### src/rtl/if_stage_if.sv
// Instruction-memory bus between the fetch stage (master) and instruction
// memory (slave): address/request out, ready/data back.
interface if_stage_if;
  logic [31:0] ImemAddr;
  logic        ImemReq;
  logic        ImemReady;
  logic [31:0] ImemData;

  modport master (
    output ImemAddr,
    output ImemReq,
    input  ImemReady,
    input  ImemData
  );

  modport slave (
    input  ImemAddr,
    input  ImemReq,
    output ImemReady,
    output ImemData
  );
endinterface

### src/rtl/if_stage.sv
// Instruction-fetch stage plus IF/ID pipeline register of the 5-stage MIPS core.
// Holds the PC, issues fetches on the imem bus, captures fetched words into
// IF/ID, and tracks sticky fetch-timeout and misaligned-redirect flags.
// Priority per edge: rst > Redirect > Stall > fetch.
// Optional macro IF_DELAY_SLOT_EN: a redirect no longer bubbles IF/ID, so the
// delay-slot instruction proceeds into ID under the normal stall/fetch rules.
module if_stage #(
  parameter logic [31:0] RESET_PC     = 32'h0000_3000,
  parameter int          IMEM_TIMEOUT = 16
) (
  input  logic        clk,
  input  logic        rst,
  if_stage_if.master  imem,
  input  logic        Stall,
  input  logic        Redirect,
  input  logic [31:0] RedirectPC,
  output logic        IDValid,
  output logic [31:0] IDInstr,
  output logic [31:0] IDPC,
  output logic [31:0] IDPCPlus4,
  output logic [4:0]  IFRs,
  output logic [4:0]  IFRt,
  output logic        FetchFault,
  output logic        MisalignErr
);

  localparam logic [7:0] TIMEOUT_C = 8'(IMEM_TIMEOUT);

  logic [31:0] pc_r, pc_nxt_s, pc_plus4_s;
  logic        id_valid_r, id_valid_nxt_s;
  logic [31:0] id_instr_r, id_instr_nxt_s;
  logic [31:0] id_pc_r, id_pc_nxt_s;
  logic [31:0] id_pc4_r, id_pc4_nxt_s;
  logic [7:0]  wait_cnt_r, wait_cnt_nxt_s;
  logic        fetch_fault_r, fetch_fault_nxt_s;
  logic        misalign_r, misalign_nxt_s;
  logic        id_load_s, id_bubble_s;

  // PC+4 wraps naturally in 32 bits; the carry is dropped.
  assign pc_plus4_s = pc_r + 32'd4;

  // Decide whether IF/ID loads the fetched word, becomes a bubble, or holds.
  always_comb begin
    id_load_s   = 1'b0;
    id_bubble_s = 1'b0;
`ifdef IF_DELAY_SLOT_EN
    if (Stall) begin
      id_load_s   = 1'b0;
      id_bubble_s = 1'b0;
    end else begin
      id_load_s   = imem.ImemReady;
      id_bubble_s = ~imem.ImemReady;
    end
`else
    if (Redirect) begin
      id_load_s   = 1'b0;
      id_bubble_s = 1'b1;
    end else if (Stall) begin
      id_load_s   = 1'b0;
      id_bubble_s = 1'b0;
    end else begin
      id_load_s   = imem.ImemReady;
      id_bubble_s = ~imem.ImemReady;
    end
`endif
  end

  // Next-state for PC, wait counter and sticky flags.
  always_comb begin
    pc_nxt_s          = pc_r;
    wait_cnt_nxt_s    = wait_cnt_r;
    misalign_nxt_s    = misalign_r;
    if (Redirect) begin
      pc_nxt_s       = {RedirectPC[31:2], 2'b00};
      wait_cnt_nxt_s = 8'd0;
      misalign_nxt_s = misalign_r | (RedirectPC[1:0] != 2'b00);
    end else if (Stall) begin
      pc_nxt_s       = pc_r;
      wait_cnt_nxt_s = wait_cnt_r;
    end else if (imem.ImemReady) begin
      pc_nxt_s       = pc_plus4_s;
      wait_cnt_nxt_s = 8'd0;
    end else begin
      pc_nxt_s = pc_r;
      if (wait_cnt_r >= TIMEOUT_C) begin
        wait_cnt_nxt_s = TIMEOUT_C;
      end else begin
        wait_cnt_nxt_s = wait_cnt_r + 8'd1;
      end
    end
    // The counter only reaches the limit by counting up a not-ready stretch.
    fetch_fault_nxt_s = fetch_fault_r | (wait_cnt_nxt_s == TIMEOUT_C);
  end

  // Next-state for the IF/ID register contents.
  always_comb begin
    id_valid_nxt_s = id_valid_r;
    id_instr_nxt_s = id_instr_r;
    id_pc_nxt_s    = id_pc_r;
    id_pc4_nxt_s   = id_pc4_r;
    if (id_load_s) begin
      id_valid_nxt_s = 1'b1;
      id_instr_nxt_s = imem.ImemData;
      id_pc_nxt_s    = pc_r;
      id_pc4_nxt_s   = pc_plus4_s;
    end else if (id_bubble_s) begin
      id_valid_nxt_s = 1'b0;
      id_instr_nxt_s = 32'h0000_0000;
      id_pc_nxt_s    = 32'h0000_0000;
      id_pc4_nxt_s   = 32'h0000_0000;
    end else begin
      id_valid_nxt_s = id_valid_r;
    end
  end

  // State register: synchronous reset overrides every other input.
  always_ff @(posedge clk) begin
    if (rst) begin
      pc_r          <= RESET_PC;
      id_valid_r    <= 1'b0;
      id_instr_r    <= 32'h0000_0000;
      id_pc_r       <= 32'h0000_0000;
      id_pc4_r      <= 32'h0000_0000;
      wait_cnt_r    <= 8'd0;
      fetch_fault_r <= 1'b0;
      misalign_r    <= 1'b0;
    end else begin
      pc_r          <= pc_nxt_s;
      id_valid_r    <= id_valid_nxt_s;
      id_instr_r    <= id_instr_nxt_s;
      id_pc_r       <= id_pc_nxt_s;
      id_pc4_r      <= id_pc4_nxt_s;
      wait_cnt_r    <= wait_cnt_nxt_s;
      fetch_fault_r <= fetch_fault_nxt_s;
      misalign_r    <= misalign_nxt_s;
    end
  end

  assign imem.ImemAddr = pc_r;
  assign imem.ImemReq  = ~rst;
  assign IDValid       = id_valid_r;
  assign IDInstr       = id_instr_r;
  assign IDPC          = id_pc_r;
  assign IDPCPlus4     = id_pc4_r;
  assign IFRs          = id_instr_r[25:21];
  assign IFRt          = id_instr_r[20:16];
  assign FetchFault    = fetch_fault_r;
  assign MisalignErr   = misalign_r;

endmodule

### src/flat_wrapper.sv
// flat-port wrapper written by rule: the top's interface ports become plain ports
module if_stage_flat 
#(
  parameter logic [31:0] RESET_PC     = 32'h0000_3000,
  parameter int          IMEM_TIMEOUT = 16
)
  (clk, rst, Stall, Redirect, RedirectPC, IDValid, IDInstr, IDPC, IDPCPlus4, IFRs, IFRt, FetchFault, MisalignErr, imem_ImemAddr, imem_ImemReq, imem_ImemReady, imem_ImemData);
  if_stage_if imem_i ();
  input  logic clk;
  input  logic rst;
  input  logic Stall;
  input  logic Redirect;
  input  logic [31:0] RedirectPC;
  output logic IDValid;
  output logic [31:0] IDInstr;
  output logic [31:0] IDPC;
  output logic [31:0] IDPCPlus4;
  output logic [4:0] IFRs;
  output logic [4:0] IFRt;
  output logic FetchFault;
  output logic MisalignErr;
  output wire logic [$bits(imem_i.ImemAddr)-1:0] imem_ImemAddr;
  output wire logic [$bits(imem_i.ImemReq)-1:0] imem_ImemReq;
  input wire logic [$bits(imem_i.ImemReady)-1:0] imem_ImemReady;
  input wire logic [$bits(imem_i.ImemData)-1:0] imem_ImemData;
  assign imem_ImemAddr = imem_i.ImemAddr;
  assign imem_ImemReq = imem_i.ImemReq;
  assign imem_i.ImemReady = imem_ImemReady;
  assign imem_i.ImemData = imem_ImemData;
  if_stage #(.RESET_PC(RESET_PC), .IMEM_TIMEOUT(IMEM_TIMEOUT)) u_core (.clk(clk), .rst(rst), .imem(imem_i), .Stall(Stall), .Redirect(Redirect), .RedirectPC(RedirectPC), .IDValid(IDValid), .IDInstr(IDInstr), .IDPC(IDPC), .IDPCPlus4(IDPCPlus4), .IFRs(IFRs), .IFRt(IFRt), .FetchFault(FetchFault), .MisalignErr(MisalignErr));
endmodule
### config.mk
export PLATFORM = sky130hd
export DESIGN_NAME = if_stage_flat
export DESIGN_NICKNAME = d
export VERILOG_FILES = /design/src/rtl/if_stage_if.sv /design/src/rtl/if_stage.sv /design/src/flat_wrapper.sv
export SDC_FILE = /design/constraint.sdc
export NUM_CORES = 1
export LEC_CHECK = 0
export CAP_MARGIN = 20
export CORE_AREA = 3 3 143 145
export CTS_BUF_LIST = sky130_fd_sc_hd__clkbuf_16
export CTS_CLUSTER_DIAMETER = 50
export DETAILED_ROUTE_END_ITERATION = 12
export DIE_AREA = 0 0 146 148
export PLACE_DENSITY = 0.54
export SKIP_CTS_REPAIR_TIMING = 1
export SLEW_MARGIN = 20
export SYNTH_ARGS = -nofsm -noshare
export SYNTH_HDL_FRONTEND = slang
export SYNTH_SLANG_ARGS = --single-unit
### constraint.sdc
create_clock -name clk -period 2.7 [get_ports clk]
set_input_delay 0.405 -clock clk [delete_from_list [all_inputs] [get_ports clk]]
set_output_delay 0.405 -clock clk [all_outputs]
set_load 0.05 [all_outputs]
==> impl_metrics.yaml <==
status:
  outcome: "complete, no violations"
clocking:
  clock_path_buffers: 2
  cts.sinks: 133
  cts_tree: "yes"
  cts.clk_slew.worst_paths_ns: 0.06
  clk_latency_ns: 0.42
  cts_buffers: 17
  htreeDepth: 4
  root_buffer: "clkbuf_16"
pwr:
  p_comb_share_pct: 14.7
  p_leak_uw: 0.00319
  p_seq_share_pct: 41.3
  swShare_pct: 27.4
  ir_worst_vdd_mv: 0.414
  p_switching_uw: 1370
  cellInternalPower_uw: 3630
  cellPowerDensity_mw_per_mm2: 580
  clkPwrFrac_pct: 44.0
floorplanning:
  core_area_mm2: 0.0193
  fp-row-count: 51
  die_width_um: 146
  io_pins: 211
  die_area_mm2: 0.0216
  die_h_um: 148
  start_util_pct: 29.6
yosys:
  async_reset_ff_share_pct: 0
  synth_seq_area_share_pct: 46.5
  synth_area_mm2: 0.00572
  syn_avg_cell_area_um2: 8.58
  synth_seq_cells: 133
  synthCells: 667
  yosys.cell_types.count: 44
  ys_warn_count: 0
  synth_edf_count: 0
  synthFlopType: "dfxtp_1"
layout:
  n_antenna_cell: 0
  fill_cells: 1944
  layout-drive-gt1-share_pct: 8.93
  fin_nets: 932
  syn_to_final_growth_pct: 50.6
  final_common_cell: "clkdlybuf4s50_1"
  utilization_pct: 44.6
  mostFrequentLayoutCells: "clkdlybuf4s50_1, dfxtp_1, nor2_1"
critical_path:
  worstSetupStartpoint: "u_core.imem.ImemAddr[5]"
  path_cells: "clkdlybuf4s50_1"
  cp_max_fo: 8
  slowest_delay_ns: 0.91
  worstSetupEndpointType: "output pin"
  slowest_stage: "clkdlybuf4s50_1"
  critPathRequiredTime_ns: 2.30
  path_class: "reg2out"
  reg2reg_from: "u_core.imem.ImemAddr[17]"
  worstPathArrival_ns: 1.87
  startpoint_type: "flip-flop"
  worstPathBufferInverterCount: 1
  path_delay_family: "buffers and inverters"
routing:
  drc: 0
  dr_total_vias: 5418
  totalWireLength_um: 19000
  vias_per_cell: 4.76
  firstDrtPassIters: 4
  antenna_left: 0
  wire_per_inst_um: 16.7
  dr.first_iter.drc_count: 304
grt:
  grt_util_all_layers_pct: 17.4
  grt_start_max_net_pins: 51
  grt_pass1_wl_um: 29900
  antenna_found_initial: 0
  grt_overflow_total: 0
  grt_pass1_vias: 5238
sta:
  max_freq_mhz: 441
  setup_tns_ns: 0
  rsz0062_at_grt: "false"
  period_share_pct: 84.1
  final_max_slew_viol_count: 0
  finalSetupViolCount: 0
  hold_viol_final: 0
  min_period_ns: 2.27
  skew_ns: 0.00885
  slew_headroom_pct: 51.3
  tightest_slew_ns: 0.724
min_path:
  holdCritStartpoint: "rst"
  hp-class: "in2reg"
place:
  place_congestion: 0.770
  io_buffers: 204
  hpwlAfterDp_um: 13200
job:
  maxCapViolCount: 0
-- kinds of logic after synthesis --
group	synth area share (%)
compound gates	17.0
xor+xnor	7.20
fa+ha+maj	0.656
buf+inv	7.24
flops	46.5
mux	1.40
other cells	0.0656
simple gates	19.9
-- stage by stage --
step | hold slack (ns) | setup slack [ns] | instance area (um2) | total power, uW | std cells
finish | 0.253 | 0.430 | 8620 | 5000 | 1138
floorplan | 0.474 | 0.393 | 5740 | 2540 | 672
global placement | 0.435 | 0.123 | 8050 | 2840 | 1105
global route | 0.254 | 0.354 | 8620 | 5180 | 1138
CTS | 0.238 | 0.401 | 8600 | 5040 | 1137
detailed placement | 0.443 | 0.0730 | 8050 | 2840 | 1105
-- path summary, 6_finish.rpt --
path         slack, ns                  endpoint  cells after the start
min               0.25           u_core.IDPC[13]                      2
max reg2reg       0.64  u_core.imem.ImemAddr[28]                      5
max               0.43          imem_ImemAddr[5]                      1
min reg2reg       0.45      u_core.IDPCPlus4[23]                      2
-- registers in the layout, summed over array words and instances (netlist names) --
register	count
u_core.FetchFault	1
u_core.IDInstr	32
u_core.IDPC	30
u_core.IDPCPlus4	30
u_core.IDValid	1
u_core.MisalignErr	1
u_core.imem.ImemAddr	30
u_core.wait_cnt_r	8
-- layer usage --
layer	global-route usage, %	wire [um]	share of wire (%)
met1	22.6	8570	45
met2	27.4	8620	45
met3	6.28	1500	7.9
met4	4.61	267	1.4
met5	0	0	0
-- cell type report --
class                      instances  area (um2)  share of cell area, %
timing repair buffer             242        2330                   27.0
clock inverter                    15         125                   1.45
sequential                       133        2660                   30.9
multi-input combinational        449        2680                   31.1
clock buffer                      17         425                   4.94
tap                              265         332                   3.85
inverter                          17        63.8                  0.741
-- cell usage after synthesis, types with 2 or more instances --
cell,number,area (um2)
a211o_1,2,17.5
a21o_1,3,22.5
a21oi_1,25,125
a22oi_1,70,526
and2_1,5,31.3
and3_1,7,43.8
and4_1,2,17.5
buf_1,5,18.8
buf_2,12,60.1
buf_4,16,120
clkbuf_1,39,146
dfxtp_1,133,2660
ha_1,3,37.5
inv_1,17,63.8
mux2i_1,8,80.1
nand2_1,53,199
nand2b_1,2,12.5
nand3_1,28,140
nand4_1,9,56.3
nand4_4,2,42.5
nor2_1,99,372
nor2b_1,7,43.8
nor3_1,10,50.1
nor3_2,2,20.0
nor4_1,4,25.0
nor4_2,2,25.0
o21a_1,8,60.1
o21ai_0,29,145
o22ai_1,4,25.0
o41ai_1,2,17.5
xnor2_1,26,228
xor2_1,21,184
-- power by group through the flow --
stage	clock network (uW)	logic [uW]	registers, uW
2_1_floorplan	0	258	2280
3_3_place_gp	0	734	2110
3_5_place_dp	0	734	2110
4_1_cts	2240	736	2070
5_1_grt	2330	780	2070
6_report	2200	732	2070
No activity file was read; power rests on OpenSTA's default activity.
